<file path="src/rtl/ram_sequencer.sv">
// ram_sequencer: burst initiator for a small synchronous RAM.
// Accepts write/read burst commands on a valid/ready port. Write bursts pull words
// from a write stream and pulse the RAM write enable. Read bursts drive the RAM
// output enable, capture the registered read data and present it on a read stream.
//
// Ports:
//   clk, rst                    clock, synchronous active-high reset
//   cmd_valid/cmd_ready         command handshake (ready only in IDLE)
//   cmd_write/cmd_addr/cmd_len  burst direction, start address, words-1
//   wr_valid/wr_ready/wr_data   write stream input
//   rd_valid/rd_ready/rd_data   read stream output (valid/data registered)
//   busy                        sequencer not idle
//   mem_we/mem_oe/mem_addr/mem_wdata/mem_rdata  RAM pins
module ram_sequencer #(
  parameter int unsigned ADDR_W = 4,
  parameter int unsigned DATA_W = 2
) (
  input  logic              clk,
  input  logic              rst,
  input  logic              cmd_valid,
  output logic              cmd_ready,
  input  logic              cmd_write,
  input  logic [ADDR_W-1:0] cmd_addr,
  input  logic [ADDR_W-1:0] cmd_len,
  input  logic              wr_valid,
  input  logic [DATA_W-1:0] wr_data,
  output logic              wr_ready,
  output logic              rd_valid,
  output logic [DATA_W-1:0] rd_data,
  input  logic              rd_ready,
  output logic              busy,
  output logic              mem_we,
  output logic              mem_oe,
  output logic [ADDR_W-1:0] mem_addr,
  output logic [DATA_W-1:0] mem_wdata,
  input  logic [DATA_W-1:0] mem_rdata
);

  typedef enum logic [2:0] {
    IDLE,
    WRITE,
    RD_ISSUE,
    RD_CAPTURE,
    RD_HOLD
  } state_t;

  state_t              state_q, state_d;
  logic [ADDR_W-1:0]   addr_q, addr_d;
  logic [ADDR_W-1:0]   cnt_q, cnt_d;
  logic [DATA_W-1:0]   rd_data_q, rd_data_d;
  logic                rd_valid_q, rd_valid_d;

  // State and datapath registers
  always_ff @(posedge clk) begin
    if (rst) begin
      state_q    <= IDLE;
      addr_q     <= '0;
      cnt_q      <= '0;
      rd_data_q  <= '0;
      rd_valid_q <= 1'b0;
    end else begin
      state_q    <= state_d;
      addr_q     <= addr_d;
      cnt_q      <= cnt_d;
      rd_data_q  <= rd_data_d;
      rd_valid_q <= rd_valid_d;
    end
  end

  // Next-state and RAM control decode
  always_comb begin
    state_d    = state_q;
    addr_d     = addr_q;
    cnt_d      = cnt_q;
    rd_data_d  = rd_data_q;
    rd_valid_d = rd_valid_q;
    cmd_ready  = 1'b0;
    wr_ready   = 1'b0;
    mem_we     = 1'b0;
    mem_oe     = 1'b0;
    mem_wdata  = '0;

    case (state_q)
      IDLE: begin
        cmd_ready = 1'b1;
        if (cmd_valid) begin
          addr_d  = cmd_addr;
          cnt_d   = cmd_len;
          state_d = cmd_write ? WRITE : RD_ISSUE;
        end
      end
      WRITE: begin
        wr_ready = 1'b1;
        mem_we   = wr_valid;
        if (wr_valid) begin
          addr_d = ADDR_W'(addr_q + 1'b1);
          cnt_d  = ADDR_W'(cnt_q - 1'b1);
          if (cnt_q == '0) state_d = IDLE;
        end
      end
      RD_ISSUE: begin
        mem_oe  = 1'b1;
        state_d = RD_CAPTURE;
      end
      RD_CAPTURE: begin
        // RAM output is driven only while mem_oe is high, so sample it here
        mem_oe     = 1'b1;
        rd_data_d  = mem_rdata;
        rd_valid_d = 1'b1;
        state_d    = RD_HOLD;
      end
      RD_HOLD: begin
        if (rd_ready) begin
          rd_valid_d = 1'b0;
          if (cnt_q == '0) begin
            state_d = IDLE;
          end else begin
            addr_d  = ADDR_W'(addr_q + 1'b1);
            cnt_d   = ADDR_W'(cnt_q - 1'b1);
            state_d = RD_ISSUE;
          end
        end
      end
      default: state_d = IDLE;
    endcase

    // Suppress RAM strobes in the reset cycle so a mid-burst reset never writes
    if (rst) begin
      mem_we = 1'b0;
      mem_oe = 1'b0;
    end
    if (mem_we) mem_wdata = wr_data;
  end

  assign busy     = (state_q != IDLE);
  assign mem_addr = addr_q;
  assign rd_valid = rd_valid_q;
  assign rd_data  = rd_data_q;

endmodule

</file>
<file path="config.mk">
export PLATFORM = sky130hd
export DESIGN_NAME = ram_sequencer
export DESIGN_NICKNAME = d
export VERILOG_FILES = /design/src/rtl/ram_sequencer.sv
export SDC_FILE = /design/constraint.sdc
export NUM_CORES = 1
export LEC_CHECK = 0
export ABC_CLOCK_PERIOD_IN_PS = 2550
export CELL_PAD_IN_SITES_DETAIL_PLACEMENT = 1
export CELL_PAD_IN_SITES_GLOBAL_PLACEMENT = 1
export CORE_ASPECT_RATIO = 0.6
export CORE_MARGIN = 5
export CORE_UTILIZATION = 33
export CTS_CLUSTER_DIAMETER = 30
export DETAILED_ROUTE_END_ITERATION = 16
export MAX_ROUTING_LAYER = met4
export PLACE_DENSITY_LB_ADDON = 0.1
export SLEW_MARGIN = 20
export SYNTH_ARGS = -nofsm -noshare
export SYNTH_HDL_FRONTEND = slang
export SYNTH_SLANG_ARGS = --single-unit
</file>
<file path="constraint.sdc">
create_clock -name clk -period 2.55 [get_ports clk]
set_input_delay 0.51 -clock clk [delete_from_list [all_inputs] [get_ports clk]]
set_output_delay 0.51 -clock clk [all_outputs]
set_load 0.02 [all_outputs]
</file>
==> impl_metrics.py <==
metrics = {
    "setup_path": {
        "critPathKind": "input pin to primary output",
        "reg2regPathDepth": 6,
        "cpMostUsedCell": "clkdlybuf4s50_1",
        "cp-end-kind": "primary output",
        "path_depth": 3,
        "arrival_ps": 1880,
        "cp_max_fo": 4,
        "critPathLaunchType": "input pin",
        "crit_slowest_cell": "clkdlybuf4s50_1",
        "crit_path_cell_trace": "clkdlybuf4s50_1 -> and3b_1 -> clkdlybuf4s50_1",
        "crit_required_ps": 2040,
        "worst-path-buf-inv": 2,
        "critPathMaxStageDelay_ps": 610,
        "critPathTopFamily": "buffers and inverters",
    },
    "pwr": {
        "power_uw": 794.7,
        "p_leak_nw": 0.5269,
        "p_per_area_nw_per_um2": 628.2,
        "peakVddDrop_uv": 215.2,
    },
    "sta": {
        "drv_slew": 0,
        "finalHoldViolations": 0,
        "worst_slew_pin_slew_ps": 380.8,
        "setup_viol": 0,
        "rsz0062_at_grt": "false",
        "slew_headroom_pct": 73.96,
        "period_needed_ps": 2392,
        "fmax_mhz": 418.1,
        "fin_skew_ps": 1.555,
        "setup-tns-final_ps": 0,
        "fin_crit_sh_pct": 93.79,
    },
    "floorplan": {
        "io_pins": 32,
        "die_area_sq_um": 3704,
        "die_height_um": 49.19,
        "core_sq_um": 2470,
        "floorplan.rows": 14,
        "start_util_pct": 34.19,
        "die_w_um": 75.31,
    },
    "synthesis": {
        "synth-seq-area-share_pct": 33.19,
        "synth_nets": 117,
        "synth_top_family_by_area": "simple AND/OR/NAND/NOR gates",
        "synth_area_leader_cell": "dfxtp_1",
        "synthXorXnorAreaFrac_pct": 1.037,
        "synth_ff_type": "dfxtp_1",
        "synth-adder-area-share_pct": 2.963,
        "synth_edf_count": 0,
        "synth_seq_cells": 14,
        "synthMuxAreaShare_pct": 10.07,
        "synth_area_sq_um": 844.6,
        "yosys.cell_types.count": 30,
        "postSynthAreaPerCell_sq_um": 8.707,
        "syn_inst": 97,
        "async_flop_share_pct": 0,
        "synth_simple_gate_area_share_pct": 24.74,
        "synth_warnings": 0,
        "yosysMostFrequentCell": "dfxtp_1",
        "synth_compound_area_share_pct": 20.30,
        "synth_top_cells_by_area": "dfxtp_1 (33%), mux2i_1 (8.3%), nand3b_1 (5.3%)",
        "synth_top_area_share_pct": 33.19,
        "yosys-top-cells-count": "dfxtp_1 (14), inv_1 (10), nor2_1 (10)",
    },
    "place": {
        "io_buffers": 31,
        "place.gp.congestion": 0.7677,
        "dp_cells": 160,
        "hpwl_mm": 2.007,
    },
    "hold_path": {
        "worst_hold_path_type": "flop to flop",
        "holdPathStages": 2,
    },
    "routing": {
        "vias": 853,
        "drc": 0,
        "vias_per_cell": 5.201,
        "wl_mm": 2.612,
        "antenna_left": 0,
        "drtIter0Drc": 58,
        "dr.pass1.iters": 4,
        "wl_per_cell_um": 15.93,
    },
    "layout": {
        "multi_input_area_sq_um": 499.2,
        "regArea_sq_um": 280.3,
        "nets": 153,
        "area_growth_pct": 49.78,
        "fin_cells": 164,
        "diodes": 0,
        "drive_gt1_share_pct": 11.36,
        "fillers": 303,
    },
    "global_routing": {
        "grt.total_usage_pct": 15.19,
        "first_global_vias": 880,
        "antenna_found_initial": 0,
        "grt_remaining_overflow": 0,
        "grt_start_max_net_pins": 16,
        "grt_pass1_wl_mm": 4.167,
    },
    "clock_tree": {
        "clock-sinks": 14,
        "clkTransAtPathRegs_ps": 60,
        "cts_hold_buf": 0,
        "cts_max_level": 1,
        "ctsLongestPathBuffers": 2,
        "cts_tree": "yes",
        "cts_buffers": 3,
        "clk_latency_ps": 250,
        "cts_root_buf": "clkbuf_8",
    },
    "job": {
        "drv_cap": 0,
    },
    "outcome": {
        "status": "finished, final reports clean",
    },
}
==> worst paths after layout <==
kind	startpoint	endpoint	slack [ps]
worst max-delay path	rst	mem_we	160
worst min-delay path	rd_valid$_SDFFE_PP0P_	rd_valid$_SDFFE_PP0P_	490
worst max register to register	cnt_q[0]$_SDFFE_PP0P_	mem_addr[2]$_SDFFE_PP0P_	750
worst min register to register	rd_valid$_SDFFE_PP0P_	rd_valid$_SDFFE_PP0P_	490
==> power by group <==
group / switching (mW) / total (mW) / internal, mW
logic: 0.155 / 0.302 / 0.148
registers: 0.0211 / 0.265 / 0.244
clock network: 0.0899 / 0.227 / 0.137
==> area by class of cell <==
cell class	count	area share, %
Multi-Input combinational cell	68	39.47
Timing Repair Buffer	36	27.89
Sequential cell	14	22.16
Clock buffer	4	4.352
Tap cell	32	3.165
Inverter	10	2.967
==> routing by layer <==
metal	track usage (%)	routed length (um)	share of wire (%)
met5	-	0	0
met4	4.360	22	0.84
met3	4.321	183	7.0
met2	22.64	1157	44
met1	19.88	1248	48
==> repair_timing <==
| item | 4_1_cts | 5_1_grt |
|---|---|---|
| buffers inserted | 0 | 0 |
| setup endpoints to repair | 0 | 2 |
| gates resized for setup | 0 | 2 |
==> cells in the final DEF, fill, tap and decap left out, types with 2 or more instances in the layout <==
master,Yosys,final
dlymetal6s2s_1,0,2
a211oi_1,4,4
or3_1,3,3
clkdlybuf4s50_1,0,29
a2111oi_0,2,2
dfxtp_1,14,14
ha_1,2,2
a21oi_1,6,6
clkbuf_8,0,4
nand3_1,2,2
a31oi_1,2,2
inv_1,10,10
o32ai_1,4,4
buf_4,2,5
nand2_1,4,4
nor2_1,10,10
nand3b_1,6,6
mux2i_1,7,7
and2_1,4,4
==> logic make-up (layout without fill, tap and decap cells) <==
| group | Yosys count | after routing |
|---|---|---|
| XOR/XNOR | 1 | 1 |
| adder cells (fa/ha/maj) | 2 | 2 |
| multiplexers | 8 | 8 |
| AO/OA/AOI/OAI | 22 | 22 |
| flip-flops | 14 | 14 |
| AND/OR/NAND/NOR | 35 | 35 |
| buffers and inverters | 15 | 50 |
==> tightest hold or removal path, stage by stage (launching register included) <==
cell	delay, ps
dfxtp_1	320
nand2_1	60
a211oi_1	60
==> state kept, by name, indices dropped and copies added (netlist names) <==
signal    cells
cnt_q         4
mem_addr      4
rd_data       2
rd_valid      1
state_q       3
==> stage by stage <==
stage	hold slack, ps	worst slack [ps]	util (%)	cell area [sq um]
after floorplan	454.9	517.4	-	844.6
after global placement	471.4	41.97	48.78	1205
after detailed placement	480.6	34.54	48.78	1205
after CTS	496.2	33.97	51.01	1260
after global routing	516.0	89.09	51.22	1265
final	485.8	158.4	51.22	1265
Power figures use the tool's default switching activity.
